## src/rtl/cat_pkg.sv

```systemverilog
// Shared types and constants for the cat sprite animation controller.
// Optional build macro used by the slice: CAT_ANIM_MIRROR_EN.
package cat_pkg;

  typedef enum logic [1:0] {
    IDLE,
    WALK,
    THROW
  } cat_state_t;

  localparam int unsigned SPRITE_W = 64;
  localparam int unsigned SPRITE_H = 64;

  localparam logic [1:0] FRM_IDLE   = 2'd0;
  localparam logic [1:0] FRM_WALK_A = 2'd1;
  localparam logic [1:0] FRM_WALK_B = 2'd2;
  localparam logic [1:0] FRM_THROW  = 2'd3;

  localparam logic [11:0] TRANSPARENT_DEFAULT = 12'hF0F;

  // Alternate between the two walk frames.
  function automatic logic [1:0] next_walk_frame(input logic [1:0] frame);
    return (frame == FRM_WALK_A) ? FRM_WALK_B : FRM_WALK_A;
  endfunction

endpackage

```

## src/rtl/cat_addr_gen.sv

```systemverilog
// Sprite ROM address generator: beam-relative offset, hit test and first pipeline stage.
// With CAT_ANIM_MIRROR_EN defined, a mirror input flips the column index.
module cat_addr_gen
  import cat_pkg::*;
(
  input  logic        clk60MHz,
  input  logic        rst,
  input  logic [10:0] hcount,
  input  logic [10:0] vcount,
  input  logic [10:0] xpos,
  input  logic [10:0] ypos,
`ifdef CAT_ANIM_MIRROR_EN
  input  logic        mirror,
`endif
  output logic [11:0] address,
  output logic        hit_d1
);

  logic [10:0] dx;
  logic [10:0] dy;
  logic [5:0]  col;
  logic        hit;

  // Unsigned wrap-around: beam left of / above the sprite yields a large offset, i.e. no hit.
  always_comb begin
    dx  = hcount - xpos;
    dy  = vcount - ypos;
    hit = (dx < 11'(SPRITE_W)) && (dy < 11'(SPRITE_H));
    col = dx[5:0];
`ifdef CAT_ANIM_MIRROR_EN
    if (mirror) begin
      col = 6'd63 - dx[5:0];
    end
`endif
  end

  always_ff @(posedge clk60MHz) begin
    if (rst) begin
      address <= 12'd0;
      hit_d1  <= 1'b0;
    end else begin
      address <= {dy[5:0], col};
      hit_d1  <= hit;
    end
  end

endmodule

```

## src/rtl/cat_anim_ctrl.sv

```systemverilog
// Cat sprite animation sequencer and 3-stage ROM compositing pipeline.
// Define CAT_ANIM_MIRROR_EN to add the facing_left input for horizontal mirroring.
module cat_anim_ctrl
  import cat_pkg::*;
#(
  parameter int unsigned FRAME_DIV   = 8,
  parameter int unsigned THROW_HOLD  = 16,
  parameter logic [11:0] TRANSPARENT = TRANSPARENT_DEFAULT
) (
  input  logic        clk60MHz,
  input  logic        rst,
  input  logic        vsync_tick,
  input  logic        walk,
  input  logic        throw_req,
`ifdef CAT_ANIM_MIRROR_EN
  input  logic        facing_left,
`endif
  input  logic [10:0] hcount,
  input  logic [10:0] vcount,
  input  logic [10:0] xpos,
  input  logic [10:0] ypos,
  input  logic [11:0] rgb_in,
  input  logic [11:0] rgb0,
  input  logic [11:0] rgb1,
  input  logic [11:0] rgb2,
  input  logic [11:0] rgb3,
  output logic [11:0] address,
  output logic [1:0]  frame_sel,
  output logic        throw_busy,
  output logic [11:0] rgb_out
);

  cat_state_t  state_q, state_d;
  logic [1:0]  frame_sel_q, frame_sel_d;
  logic [15:0] walk_cnt_q, walk_cnt_d;
  logic [15:0] hold_cnt_q, hold_cnt_d;
  logic        pend_q, pend_d;
  logic        throw_go;

  logic        hit_d1, hit_d2;
  logic [1:0]  frame_d1, frame_d2;
  logic [11:0] rgb_d1, rgb_d2;
  logic [11:0] rom_word;
  logic [11:0] rgb_out_q, rgb_out_d;

  // ---------------------------------------------------------------------------
  // Animation state machine
  // ---------------------------------------------------------------------------
  always_ff @(posedge clk60MHz) begin
    if (rst) begin
      state_q     <= IDLE;
      frame_sel_q <= FRM_IDLE;
      walk_cnt_q  <= 16'd0;
      hold_cnt_q  <= 16'd0;
      pend_q      <= 1'b0;
    end else begin
      state_q     <= state_d;
      frame_sel_q <= frame_sel_d;
      walk_cnt_q  <= walk_cnt_d;
      hold_cnt_q  <= hold_cnt_d;
      pend_q      <= pend_d;
    end
  end

  always_comb begin
    state_d     = state_q;
    frame_sel_d = frame_sel_q;
    walk_cnt_d  = walk_cnt_q;
    hold_cnt_d  = hold_cnt_q;
    pend_d      = pend_q;
    // A request arriving on the tick cycle itself is honoured directly.
    throw_go    = throw_req | pend_q;

    if (state_q == THROW) begin
      pend_d = 1'b0;
    end else if (vsync_tick) begin
      pend_d = 1'b0;
    end else if (throw_req) begin
      pend_d = 1'b1;
    end

    if (vsync_tick) begin
      unique case (state_q)
        IDLE: begin
          if (throw_go) begin
            state_d     = THROW;
            frame_sel_d = FRM_THROW;
            hold_cnt_d  = 16'd0;
            walk_cnt_d  = 16'd0;
          end else if (walk) begin
            state_d     = WALK;
            frame_sel_d = FRM_WALK_A;
            walk_cnt_d  = 16'd0;
          end
        end
        WALK: begin
          if (throw_go) begin
            state_d     = THROW;
            frame_sel_d = FRM_THROW;
            hold_cnt_d  = 16'd0;
            walk_cnt_d  = 16'd0;
          end else if (!walk) begin
            state_d     = IDLE;
            frame_sel_d = FRM_IDLE;
            walk_cnt_d  = 16'd0;
          end else if (walk_cnt_q + 16'd1 == 16'(FRAME_DIV)) begin
            frame_sel_d = next_walk_frame(frame_sel_q);
            walk_cnt_d  = 16'd0;
          end else begin
            walk_cnt_d = walk_cnt_q + 16'd1;
          end
        end
        THROW: begin
          if (hold_cnt_q + 16'd1 == 16'(THROW_HOLD)) begin
            hold_cnt_d = 16'd0;
            walk_cnt_d = 16'd0;
            if (walk) begin
              state_d     = WALK;
              frame_sel_d = FRM_WALK_A;
            end else begin
              state_d     = IDLE;
              frame_sel_d = FRM_IDLE;
            end
          end else begin
            hold_cnt_d = hold_cnt_q + 16'd1;
          end
        end
        default: begin
          state_d     = IDLE;
          frame_sel_d = FRM_IDLE;
          walk_cnt_d  = 16'd0;
          hold_cnt_d  = 16'd0;
        end
      endcase
    end
  end

  assign frame_sel  = frame_sel_q;
  assign throw_busy = (state_q == THROW);

  // ---------------------------------------------------------------------------
  // Pixel pipeline
  // ---------------------------------------------------------------------------
`ifdef CAT_ANIM_MIRROR_EN
  logic mirror_q;

  always_ff @(posedge clk60MHz) begin
    if (rst) begin
      mirror_q <= 1'b0;
    end else if (vsync_tick) begin
      mirror_q <= facing_left;
    end
  end
`endif

  cat_addr_gen u_addr_gen (
    .clk60MHz (clk60MHz),
    .rst      (rst),
    .hcount   (hcount),
    .vcount   (vcount),
    .xpos     (xpos),
    .ypos     (ypos),
`ifdef CAT_ANIM_MIRROR_EN
    .mirror   (mirror_q),
`endif
    .address  (address),
    .hit_d1   (hit_d1)
  );

  // Frame index and background travel with the pixel so a mid-line frame change cannot tear.
  always_ff @(posedge clk60MHz) begin
    if (rst) begin
      frame_d1  <= FRM_IDLE;
      frame_d2  <= FRM_IDLE;
      hit_d2    <= 1'b0;
      rgb_d1    <= 12'd0;
      rgb_d2    <= 12'd0;
      rgb_out_q <= 12'd0;
    end else begin
      frame_d1  <= frame_sel_q;
      frame_d2  <= frame_d1;
      hit_d2    <= hit_d1;
      rgb_d1    <= rgb_in;
      rgb_d2    <= rgb_d1;
      rgb_out_q <= rgb_out_d;
    end
  end

  always_comb begin
    rom_word = rgb0;
    unique case (frame_d2)
      FRM_IDLE:   rom_word = rgb0;
      FRM_WALK_A: rom_word = rgb1;
      FRM_WALK_B: rom_word = rgb2;
      FRM_THROW:  rom_word = rgb3;
      default:    rom_word = rgb0;
    endcase
    rgb_out_d = (hit_d2 && (rom_word != TRANSPARENT)) ? rom_word : rgb_d2;
  end

  assign rgb_out = rgb_out_q;

endmodule

```

## config.mk

```make
export PLATFORM = sky130hd
export DESIGN_NAME = cat_anim_ctrl
export DESIGN_NICKNAME = d
export VERILOG_FILES = /design/src/rtl/cat_pkg.sv /design/src/rtl/cat_addr_gen.sv /design/src/rtl/cat_anim_ctrl.sv
export SDC_FILE = /design/constraint.sdc
export NUM_CORES = 1
export LEC_CHECK = 0
export ABC_CLOCK_PERIOD_IN_PS = 2700
export BUFFER_PORTS_ARGS = -buffer_cell sky130_fd_sc_hd__buf_2
export CORE_MARGIN = 5
export CORE_UTILIZATION = 48
export CTS_CLUSTER_DIAMETER = 150
export DETAILED_ROUTE_END_ITERATION = 7
export GPL_TIMING_DRIVEN = 1
export PLACE_DENSITY = 0.79
export SKIP_LAST_GASP = 1
export SLEW_MARGIN = 5
export SYNTH_ARGS = -nofsm -noshare
export SYNTH_HDL_FRONTEND = slang
export SYNTH_HIERARCHICAL = 1
export SYNTH_SLANG_ARGS = --single-unit
```

## constraint.sdc

```tcl
create_clock -name clk60MHz -period 2.7 [get_ports clk60MHz]
set_input_delay 0.54 -clock clk60MHz [delete_from_list [all_inputs] [get_ports clk60MHz]]
set_output_delay 0.54 -clock clk60MHz [all_outputs]
set_load 0.02 [all_outputs]
```

---- Word-level counts from Yosys, hierarchy flattened ----
Cells that the tools add are included.
storage, ports and cells
  register bits ........................... 91
  logic and storage cells ................. 69
operators by class
  $add $sub $neg .......................... 4
  order comparisons ....................... 2
  eq/ne operators ......................... 14
  muxes and demuxes ....................... 25
  bitwise operators ....................... 1
  reductions and logical operators ........ 10
operator list
  kind                                                                           count
  16-bit 2-to-1 mux                                                              8
  12-bit case mux with 4 select lines                                            1
  16-bit case mux with 3 select lines                                            1
  16-bit by 1-bit adder with 16-bit output, second input constant                2
  16-bit case mux with 2 select lines                                            1
  11-bit by 7-bit less-than comparator with 1-bit output, second input constant  2
  11-bit subtractor                                                              2
  2-bit 2-to-1 mux                                                               10
  16-bit by 4-bit == test with 1-bit output, second input constant               1
  16-bit by 5-bit == test with 1-bit output, second input constant               1
  12-bit 2-to-1 mux                                                              1
  12-bit != test, second input constant                                          1
  2-bit case mux with 3 select lines                                             2
  4-bit AND reduction                                                            2
  2-bit by 1-bit == test with 1-bit output, second input constant                3
  2-bit == test, second input constant                                           3
  3-bit != test, second input constant                                           2
  2-bit zero test                                                                2
  2-bit by 1-bit != test with 1-bit output, second input constant                2
  4-bit != test, second input constant                                           1
  3-bit AND reduction                                                            1
  3-bit OR reduction                                                             1
  1-bit logical AND                                                              2
  2-bit AND reduction                                                            1
  3 further kinds                                                                3

---- Depth between registers and ports, before layout ----
  depth after elaboration ................. 6
  gate-level depth with buffers ........... 10
  depth with buffers taken out ............ 10

---- Hierarchy ----
Netlist, hierarchy kept.
by module, submodules not included
  module         instances  cells an instance  area an instance (um^2)  seq. area each (um^2)
  cat_anim_ctrl  1          440                3,916.3                  1,561.5
  cat_addr_gen   1          169                1,348.8                  260.2

---- Worst setup path before layout ----
Ideal clock, no wire load.
  kind .................................... input -> register
  from .................................... input port hcount[0]
  to ...................................... register u_addr_gen.hit_d1
  arrival ................................. 2.610 ns
  slack ................................... -0.022 ns
  stages .................................. 10
  path buffers ............................ 0
  cell sequence ........................... inv_1 ha_1 inv_1 fa_1 a21oi_1 o221ai_1 xnor2_1 o41ai_1 or4b_1 a2111oi_1
between the ends
  word-level cells in the longest chain between the ends .. 3
RTL lines
  element                                                 RTL line             source
  from (decl)                                             cat_anim_ctrl.sv:18  input logic [10:0] hcount,
  11-bit subtractor                                       cat_addr_gen.sv:26   dx = hcount - xpos;
  11-bit by 7-bit less-than comparator with 1-bit output  cat_addr_gen.sv:28   hit = (dx < 11'(SPRITE_W)) && (dy < 11'(SPRITE_H));
  1-bit logical AND                                       cat_addr_gen.sv:28
  to (signal assigned)                                    cat_addr_gen.sv:43   hit_d1 <= hit;
  to (decl)                                               cat_addr_gen.sv:16   output logic hit_d1
No other way between the ends.
A chain may end at the register's enable or synchronous reset.

---- Worst setup path in the final report ----
  from .................................... input port vcount[0]
  to ...................................... register u_addr_gen.hit_d1
between the ends
  word-level cells in the longest chain between the ends .. 3
RTL lines
  element                                                 RTL line             source
  from (decl)                                             cat_anim_ctrl.sv:19  input logic [10:0] vcount,
  11-bit subtractor                                       cat_addr_gen.sv:27   dy = vcount - ypos;
  11-bit by 7-bit less-than comparator with 1-bit output  cat_addr_gen.sv:28
  1-bit logical AND                                       cat_addr_gen.sv:28
No other way between the ends.

==> run summary <==
• 6 — Synth Warn #
• 0.9486 — share of the cycle needed by the critical path after routing
• 609 — number of instances in the synthesized netlist
• 2 — peak fanout along the critical path
• 14.96 um — average wire per standard cell
• 91 — total clock sinks
• 0.8490 — global placer's final weighted congestion
• buf_2 -> inv_1 -> ha_1 -> inv_1 -> fa_1 -> a21o_1 -> a221oi_2 -> o221ai_1 -> or4b_4 -> a2111oi_4 — series of cell instances along the critical path
• 5,023 — routed via count
• primary input — critical path startpoint category
• 0 — number of max-cap violations
• 0 — number of enable-type register cells in the synthesized netlist
• 10,240 um — total half-perimeter wirelength after legalization and detailed placement
• 2561 ps — final worst path period need
• 0 ps — Setup Total Neg Slack
• 0 — Async SR Flop Fraction
• 13,160 sq um — die outline area
• 360 ps — clock latency at the later pin of the worst-skew pair
• 2970 ps — Worst Path Required
• 3 — buffers plus inverters on the worst setup path
• 570 ps — largest incremental delay on the critical path
• 135 — Port Buffers
• 6 — number of iterations in the first detailed-routing pass
• 86 — pin count of the biggest net entering global routing
• 0.2732 — share of post-route cells with drive strength above 1
• 5.550 — vias per cell
• 0 — number of routed nets with antenna violations
• 379.6 ps — final-layout worst hold slack
• sky130_fd_sc_hd__buf_2 (135), sky130_fd_sc_hd__dfxtp_1 (90), sky130_fd_sc_hd__nand2_1 (52), sky130_fd_sc_hd__nor2_1 (50), sky130_fd_sc_hd__a21oi_1 (46) — commonest cells after routing, fill and taps aside
• 91 — flops & latches, synth
• sky130_fd_sc_hd__inv_1 — CP most frequent cell
• 136 — count of pins on the block boundary
• 2.779 nW — Leakage
• 12.30 ps — Worst Skew
• 448.0 nW/um^2 — cell area power density
• 2 — largest buffer count on any clock path
• 0 — Post-CTS Hold Fix Bufs
• 114.7 um — die width
• compound AO/OA/AOI/OAI gates — crit-path leading delay family
• 0 — number of antenna violations at the first check in global routing
• 0 — Residual DRC
• 22.50% — layout-stage area growth over the synthesis result
• 4,887 — vias in the first global route
• sky130_fd_sc_hd__clkbuf_8 — Clock Tree Root
• 0.2004 — global-route usage over all layers
• primary input to flip-flop — kind of path behind the tightest hold check
• 1823 sq um — sequential cell area
• 21,760 um — first-pass GRT wire length
• 6450 sq um — Finished Cell Area
• 284 — Iteration-0 DRC Markers
• 0.4179 — slew margin rel.
• 0 — count of final setup violators
• 2830 ps — endpoint arrival time on the critical path
• 13,540 um — WL final
• 38 — Std-Cell Rows
• sky130_fd_sc_hd__dfxtp_1 — Most used DFF post-synth
• 0 — number of inserted diodes
• 0 — max-slew violations
• sky130_fd_sc_hd__buf_2 — leading cell type in the layout, fill and taps excluded
• done — TritonCTS clock tree
• 0.4878 — initial core utilization
• 9 — number of clock buffers inserted by TritonCTS
• 114.7 um — die height
• 893 — Net count, final
• 6227 sq um — placed cell area
• sky130_fd_sc_hd__or4b_4 — slowest stage cell on the critical path
• 0 — number of failing hold endpoints at the final stage
• 0.2862 mV — Max IR drop VDD
• primary input to flip-flop — classification of the worst setup path
• 0 — total grt overflow
• 905 — Post-Layout Cell Count
• 908 — fill cell instance count of the final layout
• 390.4 MHz — upper clock frequency limit
• 0 — Post CTS Setup Buffer Count
• 83 — count of cell types in the netlist
• 0.3460 — sequential-to-total area share from yosys stat
• 10,790 sq um — standard cell core area
• 8.645 sq um — Avg Inst Size Synth
• 3 — H-Tree Depth
• 889 — number of instances in the placed design
• 3169 sq um — area occupied by multi-input gates
• 873.1 ps — actual slew at the worst max-slew pin
• 90 ps — clock edge transition at the registers on the reported setup and hold paths
• completed — result of the run
• 5265 sq um — cell area after technology mapping
• 742 — syn_nets
• flip-flop — Setup crit end kind
• 0.5976 — fin util
-- registers in the layout, indices dropped and copies added, names as in the netlist --
signal / cells
hold_cnt_q: 16
pend_q: 1
frame_sel: 2
rgb_out: 12
u_addr_gen/hit_d1: 1
frame_d1: 2
hit_d2: 1
frame_d2: 2
walk_cnt_q: 16
state_q: 2
rgb_d1: 12
u_addr_gen/address: 12
rgb_d2: 12
-- report_power, final --
part	internal [mW]	total, mW	leakage [nW]	switching (mW)
clock network	0.386	0.877	0.0915	0.491
registers	1.39	1.41	0.744	0.0191
logic	0.276	0.600	1.94	0.324
-- worst paths after layout --
| path | to | startpoint | cells after the start | slack, ps |
|---|---|---|---|---|
| min | rgb_d1[2] | rgb_in[2] | 2 | 380 |
| max | u_addr_gen/hit_d1 | vcount[0] | 10 | 140 |
| max reg2reg | rgb_out[11] | frame_d2[0] | 6 | 200 |
| min reg2reg | frame_d2[0] | frame_d1[0] | 1 | 450 |
-- what timing repair did --
action | 4_1_cts | 5_1_grt
endpoints found under the hold margin | 0 | 0
setup endpoints to repair | 0 | 4
resized for setup | 0 | 6
-- metrics by stage --
stage / worst slack [ps] / power (mW)
6_report: 138.8 / 2.889
5_1_grt: -13.02 / 3.050
4_1_cts: 49.39 / 2.916
3_5_place_dp: -310.5 / 2.028
3_3_place_gp: -162.0 / 2.012
2_1_floorplan: 10.82 / 1.800
-- synthesized netlist by cell type, types with 4 or more instances --
master,n,share of area
sky130_fd_sc_hd__nor3b_1,5,0.0071
sky130_fd_sc_hd__nor2_1,50,0.036
sky130_fd_sc_hd__ha_1,22,0.052
sky130_fd_sc_hd__inv_1,39,0.028
sky130_fd_sc_hd__nor2b_1,34,0.040
sky130_fd_sc_hd__mux4_1,11,0.055
sky130_fd_sc_hd__and3_1,4,0.0048
sky130_fd_sc_hd__clkbuf_1,11,0.0078
sky130_fd_sc_hd__xor2_1,6,0.010
sky130_fd_sc_hd__nand2b_1,8,0.0095
sky130_fd_sc_hd__a21oi_1,47,0.045
sky130_fd_sc_hd__nand3_1,26,0.025
sky130_fd_sc_hd__o41ai_1,4,0.0067
sky130_fd_sc_hd__a31oi_1,9,0.011
sky130_fd_sc_hd__buf_2,8,0.0076
sky130_fd_sc_hd__xnor2_1,12,0.020
sky130_fd_sc_hd__a21o_1,9,0.013
sky130_fd_sc_hd__mux2i_1,10,0.019
sky130_fd_sc_hd__o211ai_1,4,0.0057
sky130_fd_sc_hd__o21ai_0,20,0.019
sky130_fd_sc_hd__nor3_1,13,0.012
sky130_fd_sc_hd__nand4_1,13,0.015
sky130_fd_sc_hd__nor4_1,6,0.0071
sky130_fd_sc_hd__nand2_1,52,0.037
sky130_fd_sc_hd__or3_1,11,0.013
sky130_fd_sc_hd__o31ai_1,4,0.0057
sky130_fd_sc_hd__dfxtp_1,91,0.35
-- worst reg2reg max path, delay by kind of cell, from the launching register on --
family	cells	cell delay, ps
flip-flops	1	410
buffers and inverters	1	170
AND/OR/NAND/NOR	2	640
multiplexers	2	820
AO/OA/AOI/OAI	1	320
-- routing by layer --
metal	vias up	share of wire	track usage
met4	0	0.022	0.07355
met1	2308	0.42	0.2461
met3	29	0.066	0.03474
met2	187	0.49	0.3523
met5	-	0	0
li1	2499	-	-
-- kinds of logic after synthesis --
logic type | synth area share
flip-flops | 0.3460
adder cells (fa/ha/maj) | 0.05989
AO/OA/AOI/OAI | 0.1794
AND/OR/NAND/NOR | 0.2433
buffers and inverters | 0.05893
multiplexers | 0.08246
XOR/XNOR | 0.02994
-- area by class of cell --
class	count	share of cell area
multi-input cells	448	0.4914
clock inverters	5	0.005820
well taps	140	0.02716
clock buffers	11	0.02347
flip-flops and latches	91	0.2826
repair buffers	168	0.1451
inverters	42	0.02444
(Power assumes the default switching activity.)
